**src/rtl/noc_output_arbiter.sv**
```systemverilog
// Output-port arbiter for a wormhole router: round-robin per packet, owns the
// downstream credit counter and the registered flit driving the output link.
module noc_output_arbiter #(
  parameter int NUM_IN  = 4,
  parameter int WIDTH   = 16,
  parameter int CREDITS = 5,
  parameter int CW      = 3
) (
  input  logic                    clk,
  input  logic                    rst,
  input  logic [NUM_IN-1:0]       req_i,
  input  logic [NUM_IN-1:0]       last_i,
  input  logic [NUM_IN*WIDTH-1:0] data_i,
  input  logic                    inc_credit_i,
  output logic [NUM_IN-1:0]       grant_o,
  output logic [WIDTH-1:0]        data_o,
  output logic                    send_data,
  output logic [CW-1:0]           credits_o,
  output logic                    busy_o,
  output logic                    credit_err_o
);

  localparam int IW = (NUM_IN > 1) ? $clog2(NUM_IN) : 1;

  typedef enum logic {
    IDLE,
    LOCKED
  } state_t;

  state_t           state;
  logic [IW-1:0]    rr_ptr;
  logic [IW-1:0]    owner;
  logic [CW-1:0]    credits;

  logic [IW-1:0]    cand;
  logic [IW-1:0]    win_idx;
  logic             win_found;
  logic [IW-1:0]    sel_idx;
  logic             sel_valid;
  logic             sel_last;
  logic [WIDTH-1:0] sel_data;
  logic [IW-1:0]    nxt_ptr;
  logic             can_send;
  logic             grant_any;

  // Circular search starting at rr_ptr; first hit wins.
  always_comb begin
    cand      = '0;
    win_idx   = '0;
    win_found = 1'b0;
    for (int unsigned k = 0; k < NUM_IN; k++) begin
      cand = IW'((32'(rr_ptr) + k) % NUM_IN);
      if (!win_found && req_i[cand]) begin
        win_found = 1'b1;
        win_idx   = cand;
      end
    end
  end

  // A locked packet only ever considers its owner.
  always_comb begin
    can_send  = (credits != '0);
    sel_idx   = (state == LOCKED) ? owner : win_idx;
    sel_valid = (state == LOCKED) ? req_i[owner] : win_found;
    grant_any = !rst && can_send && sel_valid;
    sel_last  = last_i[sel_idx];
    sel_data  = data_i[32'(sel_idx)*WIDTH +: WIDTH];
    nxt_ptr   = IW'((32'(sel_idx) + 1) % NUM_IN);
    grant_o   = '0;
    for (int unsigned i = 0; i < NUM_IN; i++) begin
      grant_o[i] = grant_any && (sel_idx == IW'(i));
    end
  end

  always_ff @(posedge clk) begin
    if (rst) begin
      state        <= IDLE;
      rr_ptr       <= '0;
      owner        <= '0;
      credits      <= CW'(CREDITS);
      data_o       <= '0;
      send_data    <= 1'b0;
      credit_err_o <= 1'b0;
    end else begin
      send_data <= grant_any;
      if (grant_any) begin
        data_o <= sel_data;
        if (sel_last) begin
          state  <= IDLE;
          rr_ptr <= nxt_ptr;
        end else begin
          state <= LOCKED;
          owner <= sel_idx;
        end
      end
      // Simultaneous send and return cancel; a return at full count is an overflow.
      case ({grant_any, inc_credit_i})
        2'b10: credits <= credits - CW'(1);
        2'b01: begin
          if (credits == CW'(CREDITS)) begin
            credit_err_o <= 1'b1;
          end else begin
            credits <= credits + CW'(1);
          end
        end
        default: credits <= credits;
      endcase
    end
  end

  assign credits_o = credits;
  assign busy_o    = (state == LOCKED);

endmodule

```
**config.mk**
```make
export PLATFORM = sky130hd
export DESIGN_NAME = noc_output_arbiter
export DESIGN_NICKNAME = d
export VERILOG_FILES = /design/src/rtl/noc_output_arbiter.sv
export SDC_FILE = /design/constraint.sdc
export NUM_CORES = 1
export LEC_CHECK = 0
export BUFFER_PORTS_ARGS = -buffer_cell sky130_fd_sc_hd__buf_2
export CORE_MARGIN = 10
export CORE_UTILIZATION = 25
export CTS_BUF_LIST = sky130_fd_sc_hd__clkbuf_4
export CTS_CLUSTER_SIZE = 10
export DETAILED_ROUTE_END_ITERATION = 8
export REMOVE_ABC_BUFFERS = 1
export SYNTH_ARGS = -nofsm -noshare
export SYNTH_HDL_FRONTEND = slang
export SYNTH_SLANG_ARGS = --single-unit
```
**constraint.sdc**
```tcl
create_clock -name clk -period 3.88 [get_ports clk]
set_input_delay 0.582 -clock clk [delete_from_list [all_inputs] [get_ports clk]]
set_output_delay 0.582 -clock clk [all_outputs]
set_load 0.02 [all_outputs]
```
==> flow_summary.ini, run 1 <==
[status]
status = complete, no violations

[finish]
nFillCells = 774
design_area_mm2 = 0.00235
regArea_um2 = 520
synthToLayoutAreaGrowth_pct = 33.1
nNetsFinal = 406
multi_input_area_mm2 = 0.00112
layout-drive-gt1-share = 0.363
n_antenna_cell = 0

[timing]
final_period_minus_worst_setup_slack_ns = 3.14
rsz0062_at_grt = false
layout_worst_path_cycle_share = 0.810
max_freq_ghz = 0.318
relSlewSlack = 0.625
maxSlewViolCount = 0
fin_skew_ns = 0.00619
hold_viol = 0
finalSetupViolCount = 0
worst_pin_slew_ns = 0.561
setup_tns_ns = 0

[setup_path]
cp_max_fo = 12
end_kind = primary output
critical_path_required_ns = 3.30
cp.arrival_ns = 2.56
critPathLaunchType = flip-flop
critPathKind = reg -> out

[route]
wl_per_cell_um = 13.9
first_pass_iters = 4
drc = 0
via_count = 1944
drtIter0Drc = 88
wirelength_mm = 5.87
final_antenna_net_count = 0
routed_via_density = 4.62

[clock_tree]
insertion_delay_ns = 0.32
cts_resized = 0
cts_buffer_depth = 2
clk_pin_slew_ns = 0.15
h-tree-depth = 1
cts_tree = done
cts_buffers = 3
cts_setup_buffers = 0
cts_hold_buf = 0
clock-sinks = 26
root_buffer = clkbuf_4

[synthesis]
synthTopCellsByArea = dfxtp_1 29%, a21oi_1 10%, mux2i_1 9.6%
ys_top_cells_by_count = 42 x nand2_1, 37 x a21oi_1, 26 x dfxtp_1, 20 x o21ai_0, 17 x mux2i_1
syn_inst = 232
synth_top_area_frac = 0.295
synthesis.area_per_instance_um2 = 7.62
async_flop_share = 0
synth-seq-area-share = 0.295
synth_edf_count = 0
ys_ff_latch = 26
ys_warn_count = 0
synthFlopType = dfxtp_1
synth_area_mm2 = 0.00177
ys_types = 47
synth.largest_area_cell = dfxtp_1
yosysMostFrequentCell = nand2_1

[floorplanning]
die_area_mm2 = 0.0108
initial_core_util = 0.259
die_x_um = 104
core_mm2 = 0.00683
die_h_um = 104
pin_count = 101
row_count = 30

[place]
place.gp.congestion = 0.858
postPlaceCellArea_mm2 = 0.00233
io_buffers = 100
post-dp-hpwl_mm = 4.66

[power]
vdd_drop_max_mv = 0.243
leakagePower_nw = 1.10
power.density_mw_per_mm2 = 623

[job]
cap_violations = 0

[global_routing]
grt_util_all_layers = 0.103
antenna_found_initial = 0
grt_first_pass_wirelength_mm = 9.55
overflow = 0
grt_max_degree = 27
grt_pass1_vias = 2008

[worst_hold_path]
hp-class = reg -> reg
placed cells by master (no fill, tap or decap), types with 2 or more instances in the layout:
cell       netlist  layout
mux2i_1         17      17
a21oi_1         37      37
buf_2            7     100
xnor2_1          2       2
nor2_1          10      10
dfxtp_1         26      26
ha_1             4       4
or3_1            2       2
nand4_1          2       2
nand3_1          4       4
nand2b_1         3       3
a2111oi_0        2       2
inv_1            7       7
inv_4            2       2
clkbuf_4         0       3
o211ai_1         2       2
nand2_1         42      42
nor2b_1          7       7
o21ai_0         20      20
buf_4            2       3
and2_1           4       4
state kept, by name, summed over array words and instances (netlist names):
name          cells
busy_o            1
credit_err_o      1
credits_o         3
data_o           16
owner             2
rr_ptr            2
send_data         1
power by group:
part / leakage, nW / switching, mW / total, mW / internal, mW
combinational: 0.870 / 0.544 / 0.891 / 0.347
clock: 0.0154 / 0.0819 / 0.119 / 0.0376
sequential: 0.216 / 0.0855 / 0.455 / 0.369
cells by family (layout without fill, tap and decap cells):
group	count (synthesis)	count (layout)	share of synthesized area
AOI/OAI and AO/OA	76	76	0.254
DFF	26	26	0.295
muxes	19	19	0.115
buffers and inverters	23	116	0.0694
and+or+nand+nor	81	81	0.217
adders and majority gates	5	5	0.0397
xor gates and xnor gates	2	2	0.00992
final cells by class:
cell class              instances  area share
well taps                      96      0.0511
repair buffers                103       0.222
flip-flops and latches         26       0.221
clock buffers                   3     0.00957
inverters                       9      0.0165
multi-input cells             183       0.478
clock inverters                 1     0.00160
path summary, 6_finish.rpt:
path,startpoint,slack [ns],to,depth (start not counted)
max,rr_ptr[1],0.74,grant_o[0],7
min,data_o[4],0.48,data_o[4],2
max reg2reg,rr_ptr[1],1.38,rr_ptr[0],6
min reg2reg,data_o[4],0.48,data_o[4],2
metal layers:
layer  track usage  vias up  share of wire
li1              -     1004              -
met1         0.125      870           0.44
met2         0.181       68           0.50
met3        0.0229        2          0.058
met4        0.0239        0         0.0049
met5             0        -              0
stage by stage:
step                hold slack (ns)   util  power [mW]  setup WS, ns  std cells
detailed placement            0.453  0.340        1.36          1.04        417
CTS                           0.488  0.344        1.49         0.753        421
finish                        0.481  0.344        1.47         0.737        421
global placement              0.447  0.340        1.36          1.06        417
floorplan                     0.491      -        1.06          1.09        218
global route                  0.513  0.344        1.60         0.597        421
critical path: stages (launching register included):
cell,delay (ns)
dfxtp_1,0.59
mux2_2,0.38
a221o_1,0.30
o21ai_2,0.28
inv_1,0.19
ha_1,0.23
and2_1,0.13
buf_2,0.15
No activity file was read; power rests on OpenSTA's default activity.
==> run 2, diff against run 1 <==
==> constraint.sdc (replaced) <==
create_clock -name clk -period 2.7 [get_ports clk]
set_input_delay 0.405 -clock clk [delete_from_list [all_inputs] [get_ports clk]]
set_output_delay 0.405 -clock clk [all_outputs]
set_load 0.02 [all_outputs]
==> run 2 against run 1 <==
Largest cell class unchanged. Clock skew about the same. Final area is 1.3% higher. Critical endpoint is now grant_o[3]. Via count grew 1.4%. Cell count grew 0.95%. Sequential power up 41%. Critical path type unchanged. Highest routed layer is now met3.
==> flow_summary.ini, run 2 (same netlist as run 1, synthesis figures left out) <==
[status]
status = complete, no violations

[route]
routed_via_density = 4.64
final_antenna_net_count = 0
drc = 0
first_pass_iters = 5
drtIter0Drc = 68
via_count = 1971
wl_per_cell_um = 13.9
wirelength_mm = 5.90

[place]
place.gp.congestion = 0.868
io_buffers = 100
place_ws_ns = 0.269
dp.cells = 421
post-dp-hpwl_mm = 4.72

[power]
power.density_mw_per_mm2 = 904
pwr-share-comb = 0.620
vdd_drop_max_mv = 0.307
p_int_mw = 1.12
swShare = 0.480
leakagePower_nw = 1.12
power_frac_seq = 0.299
p_sw_mw = 1.03
p_clk_frac = 0.081

[finish]
largest_reg_flops = 16
regMostFlops = data_o
regArea_um2 = 522
final_cell_mix = 100 x buf_2, 42 x nand2_1, 37 x a21oi_1, 25 x dfxtp_1, 20 x o21ai_0
instances_no_fill = 425
nFillCells = 772
multi_input_area_mm2 = 0.00112
n_antenna_cell = 0
final_common_cell = buf_2
layout-drive-gt1-share = 0.377
synthToLayoutAreaGrowth_pct = 34.9
nNetsFinal = 410

[timing]
rsz0062_at_grt = false
fin_ws_ns = 0.161
worst_pin_slew_ns = 0.556
finalSetupViolCount = 0
hold_viol = 0
fin_skew_ns = 0.00639
setup_tns_ns = 0
final_period_minus_worst_setup_slack_ns = 2.54
max_freq_ghz = 0.394
relSlewSlack = 0.628
layout_worst_path_cycle_share = 0.940
maxSlewViolCount = 0

[clock_tree]
clk_pin_slew_ns = 0.15
cts_tree = done
cts_hold_buf = 0
cts_setup_buffers = 0
cts_resized = 0
insertion_delay_ns = 0.32
h-tree-depth = 1
cts_buffer_depth = 2
clock-sinks = 26
cts_buffers = 3
root_buffer = clkbuf_4

[setup_path]
slowest_stage = dfxtp_1
end_kind = primary output
path_delay_family = simple AND/OR/NAND/NOR gates
cp_max_fo = 13
max_stage_delay_ns = 0.58
critPathKind = reg -> out
critPathLaunchType = flip-flop
critPathBufInv = 2
critical_path_required_ns = 2.30
crit_chain = nor2_1 > o21a_1 > or3_1 > inv_4 > ha_1 > and2_1 > buf_2
cp.arrival_ns = 2.13

[global_routing]
overflow = 0
grt_util_all_layers = 0.103
antenna_found_initial = 0
grt_first_pass_wirelength_mm = 9.47
grt_max_degree = 20
grt_pass1_vias = 1987

[floorplanning]
die_h_um = 104
row_count = 30
die_area_mm2 = 0.0108
pin_count = 101
core_mm2 = 0.00683
initial_core_util = 0.259
die_x_um = 104

[worst_hold_path]
hp-class = in -> reg

[job]
cap_violations = 0
-- run 2: cell count changes in the layout (fill, tap and decap cells not counted) --
cell | before | now
dfxtp_2 | 0 | 1
buf_4 | 3 | 7
inv_1 | 7 | 6
dfxtp_1 | 26 | 25
inv_2 | 0 | 1
-- run 2: metrics by stage --
| stage | instance area, µm² | utilization | power, mW | hold slack, ns |
|---|---|---|---|---|
| finish | 2380 | 0.349 | 2.15 | 0.342 |
| global route | 2380 | 0.349 | 2.35 | 0.341 |
| CTS | 2380 | 0.349 | 2.19 | 0.328 |
| detailed placement | 2360 | 0.345 | 2.01 | 0.450 |
| global placement | 2360 | 0.345 | 2.00 | 0.446 |
| floorplan | 1680 | - | 1.52 | 0.474 |
-- run 2: power by group through the flow --
stage                     registers [mW]  clock network, mW  logic, mW
after global placement             0.648                  0       1.35
after detailed placement           0.649                  0       1.36
final                              0.643              0.175       1.34
after floorplan                    0.798                  0      0.722
after CTS                          0.642              0.187       1.36
after global routing               0.664              0.196       1.49
-- run 2: layer usage --
metal,share of wire,routed length (µm),vias to the layer above,GRT usage
met4,0,0,0,0.0209
met1,0.46,2720,902,0.127
li1,-,-,1011,-
met2,0.50,2950,58,0.180
met3,0.041,240,0,0.0192
met5,0,0,-,0
-- run 2: final timing paths --
check	start	to	slack, ns	depth (start not counted)
max reg2reg	busy_o	owner[1]	0.44	8
min	data_i[14]	data_o[14]	0.34	3
min reg2reg	data_o[14]	data_o[14]	0.48	2
max	busy_o	grant_o[3]	0.16	7
-- run 2: area by class of cell --
type                       count  area share
tap                           96      0.0504
timing repair buffer         107       0.232
clock buffer                   3     0.00945
multi-input combinational    183       0.471
sequential                    26       0.219
inverter                       9      0.0163
clock inverter                 1     0.00157
-- run 2: worst register-to-register path: cells and delay by family, from the launching register on --
family                 cells  cell delay, ns
muxes                      1            0.38
AOI/OAI and AO/OA          4            0.50
and+or+nand+nor            2            0.55
buffers and inverters      1            0.14
DFF                        1            0.58
